$ cat src/rtl/io_intr_unit.sv
// Multi-channel I/O flag unit with IEN/R interrupt request and channel identification.
// Optional macro IO_INTR_RR_ARB_EN selects round-robin instead of fixed-priority flag arbitration.
module io_intr_unit #(
  parameter int DATA_W   = 8,
  parameter int CHANNELS = 2,
  parameter int CH_W     = 3
) (
  input  logic                       clk,
  input  logic                       reset,
  input  logic [CHANNELS*DATA_W-1:0] dev_in_data,
  input  logic [CHANNELS-1:0]        dev_in_valid,
  output logic [CHANNELS-1:0]        dev_in_ready,
  output logic [CHANNELS*DATA_W-1:0] dev_out_data,
  output logic [CHANNELS-1:0]        dev_out_valid,
  input  logic [CHANNELS-1:0]        dev_out_ack,
  input  logic [CH_W-1:0]            sel,
  input  logic                       cpu_inp,
  input  logic                       cpu_out,
  input  logic                       cpu_ski,
  input  logic                       cpu_sko,
  input  logic                       cpu_ion,
  input  logic                       cpu_iof,
  input  logic [DATA_W-1:0]          cpu_wdata,
  input  logic                       eval_r,
  input  logic                       r_ack,
  output logic [DATA_W-1:0]          inpr_rdata,
  output logic                       skip,
  output logic                       ien,
  output logic                       r_flag,
  output logic [CH_W-1:0]            irq_chan,
  output logic                       irq_is_out
);

  localparam int NSRC  = 2 * CHANNELS;
  localparam int SRC_W = CH_W + 1;

  logic [CHANNELS-1:0] r_fgi;
  logic [CHANNELS-1:0] r_fgo;
  logic [DATA_W-1:0]   r_inpr [CHANNELS];
  logic [DATA_W-1:0]   r_outr [CHANNELS];
  logic                r_ien;
  logic                r_r;
  logic [CH_W-1:0]     r_irq_chan;
  logic                r_irq_is_out;

  logic [CHANNELS-1:0] w_sel_hit;
  logic [NSRC-1:0]     w_src;
  logic [SRC_W-1:0]    w_grant;
  logic                w_set;
  logic                w_r_sets;

  // A select outside the channel range hits nothing, so every CPU access becomes a no-op.
  always_comb begin
    w_sel_hit  = '0;
    inpr_rdata = '0;
    skip       = 1'b0;
    w_src      = '0;
    for (int k = 0; k < CHANNELS; k++) begin
      if (sel == CH_W'(k)) w_sel_hit[k] = 1'b1;
      if (w_sel_hit[k]) begin
        inpr_rdata = r_inpr[k];
        skip       = (cpu_ski & r_fgi[k]) | (cpu_sko & r_fgo[k]);
      end
      w_src[2*k]   = r_fgi[k];
      w_src[2*k+1] = r_fgo[k];
    end
  end

`ifdef IO_INTR_RR_ARB_EN
  logic [SRC_W-1:0] r_last;
  int               w_best;
  int               w_dist;

  // Pick the pending source at the smallest circular distance after the last grant.
  always_comb begin
    w_grant = '0;
    w_best  = NSRC;
    w_dist  = 0;
    for (int i = 0; i < NSRC; i++) begin
      w_dist = (i + NSRC - 1 - int'(r_last)) % NSRC;
      if (w_src[i] && (w_dist < w_best)) begin
        w_best  = w_dist;
        w_grant = SRC_W'(i);
      end
    end
  end

  always_ff @(posedge clk) begin
    if (reset)         r_last <= SRC_W'(NSRC - 1);
    else if (w_r_sets) r_last <= w_grant;
  end
`else
  always_comb begin
    w_grant = '0;
    for (int i = NSRC - 1; i >= 0; i--) begin
      if (w_src[i]) w_grant = SRC_W'(i);
    end
  end
`endif

  assign w_set    = eval_r & r_ien & ~r_r & (|w_src);
  assign w_r_sets = w_set & ~r_ack;

  // A flag that is already set blocks capture, so INP clear and capture never collide.
  always_ff @(posedge clk) begin
    if (reset) begin
      r_fgi <= '0;
      r_fgo <= '1;
      for (int k = 0; k < CHANNELS; k++) begin
        r_inpr[k] <= '0;
        r_outr[k] <= '0;
      end
    end else begin
      for (int k = 0; k < CHANNELS; k++) begin
        if (r_fgi[k]) begin
          if (cpu_inp && w_sel_hit[k]) r_fgi[k] <= 1'b0;
        end else if (dev_in_valid[k]) begin
          r_inpr[k] <= dev_in_data[k*DATA_W +: DATA_W];
          r_fgi[k]  <= 1'b1;
        end
        if (cpu_out && w_sel_hit[k]) begin
          r_outr[k] <= cpu_wdata;
          r_fgo[k]  <= 1'b0;
        end else if (dev_out_ack[k] && !r_fgo[k]) begin
          r_fgo[k] <= 1'b1;
        end
      end
    end
  end

  always_ff @(posedge clk) begin
    if (reset) begin
      r_ien        <= 1'b0;
      r_r          <= 1'b0;
      r_irq_chan   <= '0;
      r_irq_is_out <= 1'b0;
    end else begin
      if (cpu_iof || r_ack) r_ien <= 1'b0;
      else if (cpu_ion)     r_ien <= 1'b1;
      if (r_ack) begin
        r_r <= 1'b0;
      end else if (w_set) begin
        r_r          <= 1'b1;
        r_irq_chan   <= w_grant[SRC_W-1:1];
        r_irq_is_out <= w_grant[0];
      end
    end
  end

  always_comb begin
    dev_out_data = '0;
    for (int k = 0; k < CHANNELS; k++) begin
      dev_out_data[k*DATA_W +: DATA_W] = r_outr[k];
    end
  end

  assign dev_in_ready  = ~r_fgi;
  assign dev_out_valid = ~r_fgo;
  assign ien           = r_ien;
  assign r_flag        = r_r;
  assign irq_chan      = r_irq_chan;
  assign irq_is_out    = r_irq_is_out;

endmodule

$ cat config.mk
export PLATFORM = sky130hd
export DESIGN_NAME = io_intr_unit
export DESIGN_NICKNAME = d
export VERILOG_FILES = /design/src/rtl/io_intr_unit.sv
export SDC_FILE = /design/constraint.sdc
export NUM_CORES = 1
export LEC_CHECK = 0
export ABC_CLOCK_PERIOD_IN_PS = 1200
export BUFFER_PORTS_ARGS = -buffer_cell sky130_fd_sc_hd__buf_2
export CORE_ASPECT_RATIO = 1.4
export CORE_MARGIN = 1.5
export CORE_UTILIZATION = 43
export CTS_BUF_LIST = sky130_fd_sc_hd__clkbuf_4
export CTS_CLUSTER_DIAMETER = 30
export DETAILED_ROUTE_END_ITERATION = 10
export PLACE_DENSITY = 0.77
export SLEW_MARGIN = 0
export SYNTH_ARGS = -nofsm -noshare
export SYNTH_HDL_FRONTEND = slang
export SYNTH_SLANG_ARGS = --single-unit
$ cat constraint.sdc
create_clock -name clk -period 1.2 [get_ports clk]
set_input_delay 0.06 -clock clk [delete_from_list [all_inputs] [get_ports clk]]
set_output_delay 0.06 -clock clk [all_outputs]
set_load 0.03 [all_outputs]
# Word-level counts from Yosys, hierarchy flattened
# Memory sizes are Yosys's and may differ from the RTL's.
# Cells that the tools add are included.
[classes]
reduce_logical = 16
n_bitwise = 17
mux = 38
eq_ne = 1
[op_table]
columns = ["operator", "n"]
rows = [
  ["8-bit 2-to-1 mux", 6],
  ["1-bit 2-to-1 mux", 28],
  ["4-bit 2-to-1 mux", 3],
  ["1-bit AND", 7],
  ["1-bit logical AND", 6],
  ["1-bit bitwise OR", 6],
  ["2-bit NOT", 2],
  ["2-bit nonzero test", 2],
  ["2-bit OR reduction", 2],
  ["4-bit OR reduction", 1],
  ["3-bit by 1-bit equality test with 1-bit output, second input constant", 1],
  ["3-bit logical NOT", 1],
  ["1-bit logical NOT", 2],
  ["2-bit 2-to-1 mux", 1],
  ["1-bit NOT", 2],
  ["2-bit AND reduction", 1],
  ["1-bit logical OR", 1],
]
[totals]
memories = 2
wordCells = 81
ram_bits = 32
in_bits = 41
out_inout_bits = 35
regBits = 10
[memory_table]
columns = ["name", "words", "width", "rd", "rd_clocked_by_memory_dff", "wr", "line_no", "source"]
rows = [
  ["r_inpr", 2, 8, 2, 0, 2, "39", "logic [DATA_W-1:0] r_inpr [CHANNELS];"],
  ["r_outr", 2, 8, 2, 0, 2, "40", "logic [DATA_W-1:0] r_outr [CHANNELS];"],
]

# Longest topological paths before layout
[logic_depth]
word_depth = 7
depth_mapped = 4
depth_no_buf = 3

# Worst setup path after synthesis
# Ideal clock, no wire load.
[synth_timing]
path_kind = "register to register"
from = "register r_ien, in the netlist ien"
to = "register r_irq_is_out, in the netlist irq_is_out"
required_time_ps = 1084
stages_incl_launch_ff = 4
arrival_ps = 1084
setup_ps = 116
synth_period_minus_slack_ps = 1200
slack_ps = 0
n_path_buf = 0
cell_sequence = "dfxtp_1 and4bb_2 a21oi_1 a41o_2"
[synth_via]
elab_chain_cells = 4
[synth_lines]
columns = ["element", "line_no", "source"]
rows = [
  ["from (decl)", "41", "logic r_ien;"],
  ["from (signal assigned)", "133", "r_ien <= 1'b0;"],
  ["from (signal assigned)", "138", "if (cpu_iof || r_ack) r_ien <= 1'b0;"],
  ["from (signal assigned)", "139", "else if (cpu_ion) r_ien <= 1'b1;"],
  ["1-bit AND (3 in a row)", "101", "assign w_set = eval_r & r_ien & ~r_r & (|w_src);"],
  ["2-bit AND reduction (no line)", "n/a", ""],
  ["to (signal assigned)", "145", "r_irq_is_out <= w_grant[0];"],
  ["to (decl)", "44", "logic r_irq_is_out;"],
]
# Every way passes these cells.
# A chain may end at the register's enable or synchronous reset.

# Worst setup path after layout
[layout_timing]
from = "register r_fgo[1]"
to = "output skip"
[layout_via]
elab_chain_cells = 3
[layout_lines]
columns = ["element", "line_no", "source"]
rows = [
  ["from (decl)", "38", "logic [CHANNELS-1:0] r_fgo;"],
  ["from (signal assigned)", "108", "r_fgo <= '1;"],
  ["from (signal, indexed assignment)", "123", "r_fgo[k] <= 1'b0;"],
  ["from (signal, indexed assignment)", "125", "r_fgo[k] <= 1'b1;"],
  ["1-bit AND", "62", "skip = (cpu_ski & r_fgi[k]) | (cpu_sko & r_fgo[k]);"],
  ["1-bit bitwise OR", "62", ""],
  ["1-bit 2-to-1 mux", "60", "if (w_sel_hit[k]) begin"],
  ["to (decl)", "27", "output logic skip,"],
]
# Every way passes these cells.

==> results.tsv <==
stage	metric	value	unit
run_status	status	finished with violations	
run_status	violations	setup timing	
flow_run	cap_violations	0	
power	total_power	3.10	mW
layout	layout-drive-gt1-share	0.490	
layout	syn_to_final_growth	62.5	%
floorplan	start_util	0.452	
place	gp_congestion	0.752	
power	ir_drop	0.000912	V
power	pwr-share-comb	0.191	
critical_path	crit_path_end_kind	output port	
routing	drt_iter0_markers	22	
logic_synthesis	synth_cell_types	27	
routing	firstDrtPassIters	4	
critical_path	crit_chain	buf_6 -> a22o_4 -> a22o_1 -> buf_6	
cts	cts_max_level	2	
global_routing	grt_pass1_wl	6.78	mm
timing	worst_slack	-0.213	ns
floorplan	pin_count	76	
global_routing	antenna_found_initial	0	
global_routing	grt_pass1_vias	1465	
critical_path	r2r_end	r_flag	
critical_path	arrival	1.35	ns
hold_path	min_from	cpu_wdata[1]	
timing	rsz0062_at_grt	true	
power	p_int	2.31	mW
logic_synthesis	ys_seq_area_frac	0.681	
logic_synthesis	synth_xor_xnor_area_share	0	
floorplan	die-area	4210	um^2
cts	insertion_delay	0.34	ns
cts	cts_root_buf	clkbuf_4	
critical_path	path_class	flip-flop to output port	
routing	wl_per_cell	15.3	um
power	p_per_area	1160	nW/um^2
timing	setup_viol	4	
floorplan	die_h	76.2	um
timing	max_freq	708	MHz
place	portBuffers	73	
logic_synthesis	netlist_instances	120	
routing	drc	0	
cts	cts_tree	built	
logic_synthesis	synth_area	1650	um^2
timing	fin_crit	1.41	ns
layout	diodes	0	
global_routing	overflow	0	
cts	numCtsBuffers	5	
critical_path	slowest_stage	dfxtp_2	
timing	maxSlewViolCount	0	
power	sequentialPowerShare	0.526	
cts	clock_path_buffers	2	
critical_path	reg2reg_setup_slack	-0.16	ns
critical_path	rr_worst_depth	4	
layout	finalNetCount	279	
global_routing	grt_max_degree	17	
hold_path	hp-class	primary input to flip-flop	
critical_path	r2r-start	r_fgi[0]	
logic_synthesis	muxShareOfSynthArea	0	
hold_path	min_to	r_outr[0][1]	
power	swShare	0.254	
critical_path	slowest_delay	0.35	ns
critical_path	cp_common_cell	buf_6	
logic_synthesis	synth_top_family_by_area	simple AND/OR/NAND/NOR gates	
cts	path_clk_slew	0.12	ns
logic_synthesis	synth-seq-cells	40	
timing	fin_skew	0.00810	ns
routing	vias	1416	
floorplan	core_area	3640	um^2
logic_synthesis	yosysWarnings	0	
hold_path	hold_depth	2	
cts	clock_sinks	40	
power	switchingPower	0.789	mW
routing	viasPerCell	5.04	
logic_synthesis	synth-compound-area-share	0.115	
logic_synthesis	synthSimpleGateAreaFrac	0.172	
critical_path	cp.required	1.14	ns
layout	final_util	0.734	
logic_synthesis	synth_fa_ha_area_frac	0	
routing	antenna_left	0	
place	dpl.hpwl	2.61	mm
logic_synthesis	synth.avg_cell_area	13.7	um^2
routing	totalWireLength	4.29	mm
critical_path	worstSetupStartpointType	flip-flop	
global_routing	grt_use_total	0.205	
critical_path	worstPathMaxFanout	2	
floorplan	fp.dieW	55.3	um
timing	period_share	1.18	
timing	final-hold-violation-count	0	
power	clkPwrFrac	0.284	
floorplan	num_rows	26	
power	power.leakage	1.20	nW
## synth_stat cells
cell type,number,share of area
edfxtp_1,32,0.58
o21ai_0,1,0.0030
a21oi_2,1,0.0053
or4_4,1,0.0068
a21o_1,2,0.0091
buf_4,2,0.0091
and2_1,24,0.091
and4bb_2,1,0.0076
a41o_2,1,0.0068
dfxtp_1,8,0.097
nor3b_1,1,0.0046
nand2b_1,5,0.019
a21boi_0,1,0.0046
a21oi_1,4,0.012
nor4b_2,1,0.0091
or2_2,2,0.0076
clkbuf_1,1,0.0023
a31oi_1,1,0.0038
a22o_1,10,0.053
buf_2,3,0.0091
nor3_1,3,0.0091
nor2_1,6,0.014
conb_1,1,0.0023
nor4_1,1,0.0038
a311oi_1,2,0.011
a22o_2,1,0.0061
inv_1,4,0.0091
## cells in the final DEF (no fill, tap or decap), drive strengths merged, types with 2 or more instances in the layout
master / n
a21o: 2
a21oi: 6
a22o: 11
a311oi: 2
and2: 24
buf: 89
clkbuf: 5
clkinv: 2
conb: 2
dfxtp: 8
dlygate4sd3: 26
edfxtp: 32
inv: 4
nand2b: 5
nor2: 6
nor3: 3
or2: 2
## final cells by class
| class | instances | area (um^2) |
|---|---|---|
| clock inverters | 3 | 42.5 |
| multi-input cells | 72 | 548 |
| well taps | 42 | 52.6 |
| clock buffers | 5 | 37.5 |
| inverters | 4 | 15.0 |
| fillers | 246 | 968 |
| repair buffers | 115 | 855 |
| flip-flops and latches | 40 | 1120 |
## registers in the layout, indices dropped and copies added, names as in the netlist
signal and count:
irq_is_out 1, r_flag 1, irq_chan 1, r_outr 16, r_inpr 16, r_fgi 2, ien 1, r_fgo 2
## power by group through the flow
stage / registers [mW] / clock network (mW) / logic, mW
2_1_floorplan: 1.74 / 0 / 0.165
3_3_place_gp: 1.65 / 0 / 0.438
3_5_place_dp: 1.66 / 0 / 0.447
4_1_cts: 1.63 / 0.903 / 0.545
5_1_grt: 1.64 / 0.976 / 0.624
6_report: 1.63 / 0.880 / 0.592
## critical path: cells and delay by family, from the launching register on
| kind | cells | cell delay (ns) |
|---|---|---|
| buf+inv | 2 | 0.25 |
| compound gates | 2 | 0.41 |
| flops | 1 | 0.35 |
## how the worst max path moves through the flow
stage | to | cells after the start | from
global placement | r_inpr[0][13] | 3 | r_fgi[0]
floorplan | irq_is_out | 3 | ien
finish | skip | 4 | r_fgo[1]
CTS | skip | 4 | r_fgo[1]
global route | skip | 4 | r_fgo[1]
detailed placement | r_inpr[0][12] | 3 | r_fgi[0]
## layer usage
| metal | wire [um] | part of all wire | global-route usage | up-vias |
|---|---|---|---|---|
| li1 | - | - | - | 678 |
| met1 | 1660 | 0.39 | 0.227 | 660 |
| met2 | 2280 | 0.53 | 0.357 | 74 |
| met3 | 308 | 0.072 | 0.0577 | 4 |
| met4 | 42 | 0.0098 | 0.0951 | 0 |
| met5 | 0 | 0 | 0 | - |
## logic make-up after synthesis
kind of cell    after synthesis
compound gates               24
buf+inv                      10
flops                        40
other cells                   1
simple gates                 45
## through the flow
step / instances / TNS [ns] / hold slack, ns / cell area [um^2] / worst slack (ns)
after CTS: 277 / -0.617 / 0.00122 / 2560 / -0.226
after detailed placement: 242 / -1.13 / 0.236 / 2160 / -0.0805
after global routing: 281 / -1.52 / 0.000170 / 2680 / -0.277
final: 281 / -0.619 / 0.0183 / 2680 / -0.213
after global placement: 242 / -0.265 / 0.226 / 2160 / -0.0197
after floorplan: 121 / 0 / 0.137 / 1650 / 0.000161
## timing repair
| action | CTS | global route |
|---|---|---|
| resized for setup | 18 | 29 |
| setup buffers | 4 | 0 |
| hold endpoints to repair | 22 | 8 |
| pin swaps | 5 | 5 |
| endpoints found under the setup margin | 22 | 44 |
| gates cloned | 1 | 0 |
| hold buffers | 22 | 4 |
(Power assumes the default switching activity.)
